## config.mk

```make
export PLATFORM = sky130hd
export DESIGN_NAME = ss_frame_decoder
export DESIGN_NICKNAME = d
export VERILOG_FILES = /design/src/rtl/ss_frame_decoder.sv
export SDC_FILE = /design/constraint.sdc
export NUM_CORES = 1
export LEC_CHECK = 0
export BUFFER_PORTS_ARGS = -buffer_cell sky130_fd_sc_hd__buf_2
export CAP_MARGIN = 20
export CORE_MARGIN = 5
export CORE_UTILIZATION = 60
export CTS_CLUSTER_SIZE = 16
export DETAILED_ROUTE_END_ITERATION = 8
export GPL_TIMING_DRIVEN = 0
export PLACE_DENSITY = 0.82
export SETUP_SLACK_MARGIN = 0.5
export SLEW_MARGIN = 15
export SYNTH_ARGS = -nofsm -noshare
export SYNTH_HDL_FRONTEND = slang
export SYNTH_SLANG_ARGS = --single-unit
export TNS_END_PERCENT = 50
```

## constraint.sdc

```tcl
create_clock -name CLK100MHZ -period 8.07 [get_ports CLK100MHZ]
set_input_delay 0.807 -clock CLK100MHZ [delete_from_list [all_inputs] [get_ports CLK100MHZ]]
set_output_delay 0.807 -clock CLK100MHZ [all_outputs]
set_load 0.03 [all_outputs]
```

## src/rtl/ss_frame_decoder.sv

```systemverilog
// ss_frame_decoder: recovers the four digits shown on a multiplexed, active-low
// seven-segment display by watching its anode and cathode lines.
//
// Optional feature macro: SS_FRAME_DECODER_DP_CAPTURE_EN
//   defined   -> dp[n] captures the decimal point of digit n; bit 7 joins the
//                stability comparison.
//   undefined -> dp is held at 4'b0000 and SevenSegment[7] is ignored.
//
// Ports:
//   CLK100MHZ       in   sole clock, rising edge
//   Reset           in   asynchronous, active-high reset
//   SegmentDrivers  in   [3:0] anode enables, active-low, bit n = digit n
//   SevenSegment    in   [7:0] cathodes, active-low, {dp,g,f,e,d,c,b,a}
//   digit3..digit0  out  [3:0] BCD of the last complete frame (F = unknown)
//   dp              out  [3:0] decimal points of the last frame, 1 = lit
//   frame_valid     out  one-cycle pulse when a frame is published
//   frame_err       out  published frame held an unrecognised pattern
//   timeout         out  one-cycle pulse when a partial frame is dropped
module ss_frame_decoder #(
    parameter int unsigned STABLE_CYCLES  = 16,
    parameter int unsigned TIMEOUT_CYCLES = 1000000
) (
    input  logic       CLK100MHZ,
    input  logic       Reset,
    input  logic [3:0] SegmentDrivers,
    input  logic [7:0] SevenSegment,
    output logic [3:0] digit3,
    output logic [3:0] digit2,
    output logic [3:0] digit1,
    output logic [3:0] digit0,
    output logic [3:0] dp,
    output logic       frame_valid,
    output logic       frame_err,
    output logic       timeout
);

`ifdef SS_FRAME_DECODER_DP_CAPTURE_EN
    localparam int unsigned SEG_W = 8;
`else
    localparam int unsigned SEG_W = 7;
`endif
    localparam int unsigned KEY_W = 4 + SEG_W;
    localparam int unsigned CNT_W = 8;
    localparam int unsigned TO_W  = $clog2(TIMEOUT_CYCLES + 1);

    localparam logic [CNT_W-1:0] STABLE_LAST = CNT_W'(STABLE_CYCLES - 1);
    localparam logic [CNT_W-1:0] STABLE_PRE  = CNT_W'(STABLE_CYCLES - 2);
    localparam logic [TO_W-1:0]  TO_LAST     = TO_W'(TIMEOUT_CYCLES - 1);

    logic [3:0]       an_s1, an_s2;
    logic [7:0]       seg_s1, seg_s2;
    logic [KEY_W-1:0] prev_key;
    logic [CNT_W-1:0] stab_cnt;
    logic [TO_W-1:0]  to_cnt;
    logic [3:0]       mask;
    logic             err_flag;
    logic [3:0]       shadow [4];
    logic [3:0]       shadow_dp;

    logic [KEY_W-1:0] key_c;
    logic             active_c, blank_c, same_c, accept_c;
    logic [1:0]       idx_c;
    logic [4:0]       dec_c;
    logic [3:0]       shadow_c [4];
    logic [3:0]       shadow_dp_c;
    logic [3:0]       mask_c;
    logic             err_c;

`ifndef SS_FRAME_DECODER_DP_CAPTURE_EN
    logic unused_dp_bit;
    assign unused_dp_bit = seg_s2[7] ^ ^shadow_dp_c;
`endif

    // Active-low pattern to {error, BCD}
    function automatic logic [4:0] decode(input logic [6:0] seg);
        case (seg)
            7'h40:   decode = 5'h00;
            7'h79:   decode = 5'h01;
            7'h24:   decode = 5'h02;
            7'h30:   decode = 5'h03;
            7'h19:   decode = 5'h04;
            7'h12:   decode = 5'h05;
            7'h02:   decode = 5'h06;
            7'h78:   decode = 5'h07;
            7'h00:   decode = 5'h08;
            7'h10:   decode = 5'h09;
            default: decode = 5'h1F;
        endcase
    endfunction

    // Sample classification and accept strobe
    always_comb begin
        key_c    = {an_s2, seg_s2[SEG_W-1:0]};
        active_c = $onehot(~an_s2);
        blank_c  = (seg_s2[6:0] == 7'h7F);
        same_c   = active_c && !blank_c && (key_c == prev_key);
        // Fires once: on the edge the counter would step onto its saturation value
        accept_c = same_c && (stab_cnt == STABLE_PRE);
        dec_c    = decode(seg_s2[6:0]);
        case (~an_s2)
            4'b0001: idx_c = 2'd0;
            4'b0010: idx_c = 2'd1;
            4'b0100: idx_c = 2'd2;
            default: idx_c = 2'd3;
        endcase
    end

    // Shadow/mask state including the digit being accepted this cycle
    always_comb begin
        shadow_c    = shadow;
        shadow_dp_c = shadow_dp;
        mask_c      = mask;
        err_c       = err_flag;
        if (accept_c) begin
            shadow_c[idx_c]    = dec_c[3:0];
            shadow_dp_c[idx_c] = ~seg_s2[7];
            mask_c[idx_c]      = 1'b1;
            err_c              = err_flag | dec_c[4];
        end
    end

    // Input synchroniser and stability tracking
    always_ff @(posedge CLK100MHZ or posedge Reset) begin
        if (Reset) begin
            an_s1    <= 4'hF;
            an_s2    <= 4'hF;
            seg_s1   <= 8'hFF;
            seg_s2   <= 8'hFF;
            prev_key <= '0;
            stab_cnt <= '0;
        end else begin
            an_s1    <= SegmentDrivers;
            an_s2    <= an_s1;
            seg_s1   <= SevenSegment;
            seg_s2   <= seg_s1;
            prev_key <= key_c;
            if (!same_c)
                stab_cnt <= '0;
            else if (stab_cnt != STABLE_LAST)
                stab_cnt <= stab_cnt + CNT_W'(1);
        end
    end

    // Frame assembly, publication and timeout
    always_ff @(posedge CLK100MHZ or posedge Reset) begin
        if (Reset) begin
            shadow      <= '{default: 4'h0};
            shadow_dp   <= '0;
            mask        <= '0;
            err_flag    <= 1'b0;
            to_cnt      <= '0;
            digit3      <= '0;
            digit2      <= '0;
            digit1      <= '0;
            digit0      <= '0;
            dp          <= '0;
            frame_valid <= 1'b0;
            frame_err   <= 1'b0;
            timeout     <= 1'b0;
        end else begin
            frame_valid <= 1'b0;
            timeout     <= 1'b0;
            if (accept_c) begin
                // Accept wins over a coincident timeout
                to_cnt    <= '0;
                shadow    <= shadow_c;
                shadow_dp <= shadow_dp_c;
                if (mask_c == 4'hF) begin
                    digit3      <= shadow_c[3];
                    digit2      <= shadow_c[2];
                    digit1      <= shadow_c[1];
                    digit0      <= shadow_c[0];
`ifdef SS_FRAME_DECODER_DP_CAPTURE_EN
                    dp          <= shadow_dp_c;
`endif
                    frame_valid <= 1'b1;
                    frame_err   <= err_c;
                    mask        <= '0;
                    err_flag    <= 1'b0;
                end else begin
                    mask     <= mask_c;
                    err_flag <= err_c;
                end
            end else if (mask == 4'h0) begin
                to_cnt <= '0;
            end else if (to_cnt == TO_LAST) begin
                to_cnt   <= '0;
                mask     <= '0;
                err_flag <= 1'b0;
                timeout  <= 1'b1;
            end else begin
                to_cnt <= to_cnt + TO_W'(1);
            end
        end
    end

endmodule
```

Word level (Yosys, flattened, before mapping):

Index checks and enable logic that the tools add are counted.

* order comparisons: 4
* add/subtract/negate cells: 5
* muxes and demuxes: 26
* reduce and logical (&&, ||, !) cells: 11
* equality and inequality tests: 21
* bitwise gates (word level): 4

Operator list (number)
* 20-bit two-way mux: 3
* 5-bit one-hot mux with 10 select lines: 1
* 7-bit == test (second input constant): 4
* 4-bit two-way mux: 6
* 7-bit by 5-bit == test with 1-bit output (second input constant): 3
* 20-bit by 1-bit adder with 20-bit output (second input constant): 1
* 20-bit == test (second input constant): 1
* 16-bit bitwise mux: 1
* 8-bit two-way mux: 2
* 7-bit by 6-bit == test with 1-bit output (second input constant): 2
* 11-bit == test: 1
* 1-bit two-way mux: 10
* 8-bit by 1-bit adder with 8-bit output (second input constant): 1
* 4-bit demux with 2-bit select: 1
* 8-bit by 4-bit == test with 1-bit output (second input constant): 1
* 8-bit by 4-bit inequality test with 1-bit output (second input constant): 1
* 7-bit by 2-bit == test with 1-bit output (second input constant): 1
* 7-bit zero test: 1
* 2-bit one-hot mux with 3 select lines: 1
* 1-bit logical AND: 5
* 1-bit by 1-bit adder with 2-bit output: 2
* 4-bit by 1-bit == test with 1-bit output (second input constant): 1
* 4-bit by 2-bit == test with 1-bit output (second input constant): 1
* 4-bit by 3-bit == test with 1-bit output (second input constant): 1
* other kinds (18): 19

* register bits after elaboration: 101
* input bits: 14
* output and inout bits: 23
* word-level logic and storage cells: 91

Depth between registers and ports, before layout:

* word-level depth: 12
* depth in mapped cells: 12
* depth with buffers taken out: 10

Worst setup path after synthesis:

OpenSTA, ideal clock, no wires.

* path type: register -> register
* start point: reg an_s2[1]
* end point: reg shadow[10] (netlist name)
* stages on the path, launching flop included: 11
* clock period less this slack: 3.014 ns
* arrival: 2.889 ns
* required time: 7.945 ns
* setup slack: 5.056 ns
* setup time: 0.125 ns
* path buffers: 1
* cell sequence: dfstp_2 fa_1 inv_1 ha_1 ha_1 nor3b_1 nand4_1 or3_4 or3_1 buf_2 mux2_4

* cells in the longest elaborated chain, start to end: 9
* elaborated cells between the ends (all ways): 19

RTL lines
* start, declared: line 50 `logic [3:0] an_s1, an_s2;`
* start signal, assigned: line 133 `an_s2 <= an_s1;`
* 4-bit inverter: line 94, 100
* 4-bit by 3-bit == test with 1-bit output (tied with other cells): line 100 `case (~an_s2)`
* 2-bit one-hot mux with 3 select lines: line 100
* 2-bit inverter with 3-bit output (implied by the code): line 115 `shadow_c[idx_c] = dec_c[3:0];`
* 3-bit >= comparator (implied by the code) / 3-bit by 1-bit less-than comparator with 1-bit output (equally long branches): line 115
* 1-bit logical AND (implied by the code): line 115
* 4-bit two-way mux (implied by the code): line 115
* 4-bit demux with 2-bit select: line 115
* 16-bit bitwise mux: line 115
* end signal, assigned: line 166 `shadow <= shadow_c;`
* end, declared: line 57 `logic [3:0] shadow [4];`

Several ways; a longest one is shown, not always the timed one.
A chain may end at the register's enable or synchronous reset.

Worst setup path after layout:

* start point: reg an_s2[3]
* end point: reg to_cnt[18]

* cells in the longest elaborated chain, start to end: 8
* elaborated cells between the ends (all ways): 9

RTL lines
* 4-bit inverter: line 94 `active_c = $onehot(~an_s2);`
* 1-bit by 1-bit adder with 2-bit output (implied by the code): line 94
* 2-bit by 2-bit adder with 3-bit output (implied by the code): line 94
* 3-bit by 1-bit == test with 1-bit output: line 94
* 1-bit logical AND: line 96 `same_c = active_c && !blank_c && (key_c == prev_key);`
* 1-bit logical AND *: line 96
* 1-bit logical AND *: line 98 `accept_c = same_c && (stab_cnt == STABLE_PRE);`
* 20-bit two-way mux *: line 163 `if (accept_c) begin`
* end signal, assigned: line 192 `to_cnt <= to_cnt + TO_W'(1);`
* end, declared: line 54 `logic [TO_W-1:0] to_cnt;`

Every way passes the cells marked *; elsewhere a longest branch is shown, timed or not.

==> impl_metrics.py <==
metrics = {
    "status": {
        "outcome": "complete, no violations",
    },
    "power_and_ir_drop": {
        "p_per_area_nw_per_um2": 174,
        "swShare_pct": 24.0,
        "power_switching_uw": 212,
        "fin_total_pwr_uw": 883,
        "combPwrFrac_pct": 5.4,
        "power.share.clock_pct": 35.2,
        "seq_power_share_pct": 59.3,
        "cellLeakagePower_nw": 2.32,
        "ir_worst_vdd_mv": 0.108,
        "intPower_uw": 671,
    },
    "critical_path": {
        "cp_max_fo": 10,
        "start_kind": "flip-flop",
        "critPathRequiredTime_ps": 8320,
        "crit_path_end_kind": "flip-flop",
        "critPathArrivalTime_ps": 3620,
        "path_class": "reg -> reg",
        "path_cells": "fa_1, inv_1, ha_1, ha_1, nor3b_1, nand4_1, or3_4, nor2_2, or3_1, buf_2, buf_2, nor2_1",
        "critPathTopFamily": "simple AND/OR/NAND/NOR gates",
        "cp_slowest_cell": "dfstp_2",
        "slowest_delay_ps": 620,
        "cp.buffers_inverters": 3,
    },
    "route": {
        "via_per_inst": 5.36,
        "postRouteAntennaNets": 0,
        "drcViolationCount": 0,
        "drtIter0Drc": 174,
        "vias": 2922,
        "wl_per_cell_um": 14.3,
        "dr.pass1.iters": 4,
        "drt_wl_total_mm": 7.77,
    },
    "place": {
        "dpl_cell_area_um2": 4870,
        "place.gp.congestion": 0.805,
        "port_buffers": 31,
        "dp.final_hpwl_mm": 5.44,
    },
    "sta": {
        "tightestPinTransition_ps": 741,
        "slew_headroom_pct": 50.3,
        "rsz0062_at_grt": "no",
        "timing.final.crit_share_pct": 41.7,
        "finalSetupTns_ps": 0,
        "hold_viol": 0,
        "maxSlewViolCount": 0,
        "setup_viol": 0,
        "finalClockSkew_ps": 11.2,
        "fin_hold_ws_ps": 360,
        "max_freq_mhz": 297,
        "period_needed_ps": 3370,
    },
    "clock_network": {
        "post_cts_buffers": 0,
        "post_cts_resized": 0,
        "h-tree-depth": 3,
        "cts_hold_buf": 0,
        "clkLatencyLatePin_ps": 370,
        "clk_pin_slew_ps": 100,
        "clock_path_buffers": 2,
        "clock-sinks": 101,
        "cts_buffers": 9,
        "cts_tree": "built",
        "clock_tree.root_cell": "clkbuf_8",
    },
    "grt": {
        "use_met3_pct": 3.66,
        "overflow": 0,
        "antenna_found_initial": 0,
        "busiest_layer": "met2",
        "grt_use_total_pct": 17.4,
        "grt_pass1_wl_mm": 13.4,
        "grt_util_met1_pct": 21.9,
        "gr-usage-met2_pct": 28.7,
        "grt_max_degree": 55,
        "grt_pass1_vias": 2942,
    },
    "die": {
        "rows": 31,
        "ios": 37,
        "die_h_um": 97.1,
        "die_w_um": 97.1,
        "die_area_um2": 9420,
        "start_util_pct": 62.1,
        "coreArea_um2": 7330,
    },
    "synth": {
        "synthMuxAreaShare_pct": 7.37,
        "synth_area_um2": 4550,
        "avgSynthCellArea_um2": 11.5,
        "synth-simple-area-share_pct": 15.4,
        "synth_fa_ha_area_share_pct": 2.64,
        "ys_seq_area_share_pct": 56.2,
        "synth-edff-count": 0,
        "syn_inst": 395,
        "synth_compound_area_share_pct": 7.26,
        "yosys-top-cells-area": "dfrtp_1 43%, dfstp_2 13%, xor2_1 4.8%",
        "ys_types": 59,
        "ys_warn_count": 4,
        "ys.flop_type": "dfrtp_1",
        "yosys.area.top_type_share_pct": 43.5,
        "synth_top_family_by_area": "simple AND/OR/NAND/NOR gates",
        "yosysTopAreaCell": "dfrtp_1",
        "synth-async-reset-ratio_pct": 100,
        "ys_seq_elements": 101,
        "synth_xor_area_share_pct": 6.93,
    },
    "layout": {
        "final_cell_mix": "79 x dfrtp_1, 39 x buf_2, 38 x nor2_1",
        "fin_util_pct": 69.1,
        "n_antenna_cell": 0,
        "mostFrequentLayoutCell": "dfrtp_1",
        "finalNetCount": 464,
        "final_area_um2": 5060,
        "drive_above_1_share_pct": 26.9,
        "area_growth_pct": 11.3,
    },
    "flow_run": {
        "drv_cap": 0,
    },
    "worst_hold_path": {
        "hold_class": "reg -> reg",
    },
}
-- path summary, 6_finish.rpt --
path | start | endpoint | slack, ps | cells after the start
setup / recovery | an_s2[3]$_DFF_PP1_ | to_cnt[18]$_DFF_PP0_ | 4700 | 12
hold / removal | seg_s1[1]$_DFF_PP1_ | seg_s2[1]$_DFF_PP1_ | 360 | 0
setup reg to reg | an_s2[3]$_DFF_PP1_ | to_cnt[18]$_DFF_PP0_ | 4700 | 12
hold reg to reg | seg_s1[1]$_DFF_PP1_ | seg_s2[1]$_DFF_PP1_ | 360 | 0
max in group asynchronous | Reset | an_s2[0]$_DFF_PP1_ | 6860 | 3
min in group asynchronous | Reset | prev_key[8]$_DFF_PP0_ | 510 | 2
-- per-stage QoR --
stage | std cells | worst slack [ps]
detailed placement | 529 | 4710
CTS | 545 | 4680
global route | 545 | 4490
global placement | 528 | 3690
floorplan | 398 | 4650
finish | 545 | 4700
-- synth_stat cells, types with 2 or more instances --
master and count:
nand3_1 14, o21ai_0 5, o21ai_2 13, ha_1 8, and4_1 2, nor2b_1 2
or3_1 5, inv_1 10, nand4_1 7, dfrtp_1 79, mux2_4 4, nand2_1 36
dfstp_2 22, nor3_1 7, mux2_1 8, o21ai_1 7, and3_1 6, buf_4 5
nor4_1 6, nor2_1 38, xor2_1 25, buf_2 8, nand3b_1 2, clkbuf_1 3
mux2i_1 14, xnor2_1 11, buf_6 5, o22ai_1 2, a21oi_1 7, a22oi_1 2
mux2_2 4
-- cell type report --
type	count	area (um^2)
tap	99	124
timing repair buffer	32	183
buffer	22	149
multi-input combinational	264	1820
sequential	101	2550
clock buffer	11	153
inverter	11	43.8
clock inverter	5	40.0
fill	557	2270
-- flip-flops by register name (all words and copies together), names as in the netlist, 7 cells and up --
name / cells
to_cnt: 20
stab_cnt: 8
prev_key: 11
shadow: 16
seg_s2: 7
seg_s1: 7
-- cells by family (layout without fill, tap and decap cells) --
kind of cell / after synthesis / after routing
compound gates: 47 / 47
xor+xnor: 36 / 36
fa+ha+maj: 9 / 9
buf+inv: 33 / 81
flops: 101 / 101
mux: 30 / 30
other cells: 1 / 4
simple gates: 138 / 138
-- power by group through the flow --
stage,registers (mW),logic (mW),clock network (mW)
finish,0.524,0.0480,0.311
global placement,0.533,0.0452,0
CTS,0.524,0.0490,0.317
detailed placement,0.533,0.0485,0
floorplan,0.532,0.0358,0
global route,0.525,0.0544,0.339
-- routing by layer --
layer	up-vias	part of all wire (%)
met5	-	0
met4	0	2.1
met3	15	4.4
met2	58	48
met1	1423	45
li1	1426	-
Note: power is estimated with default switching activity, not from simulation.
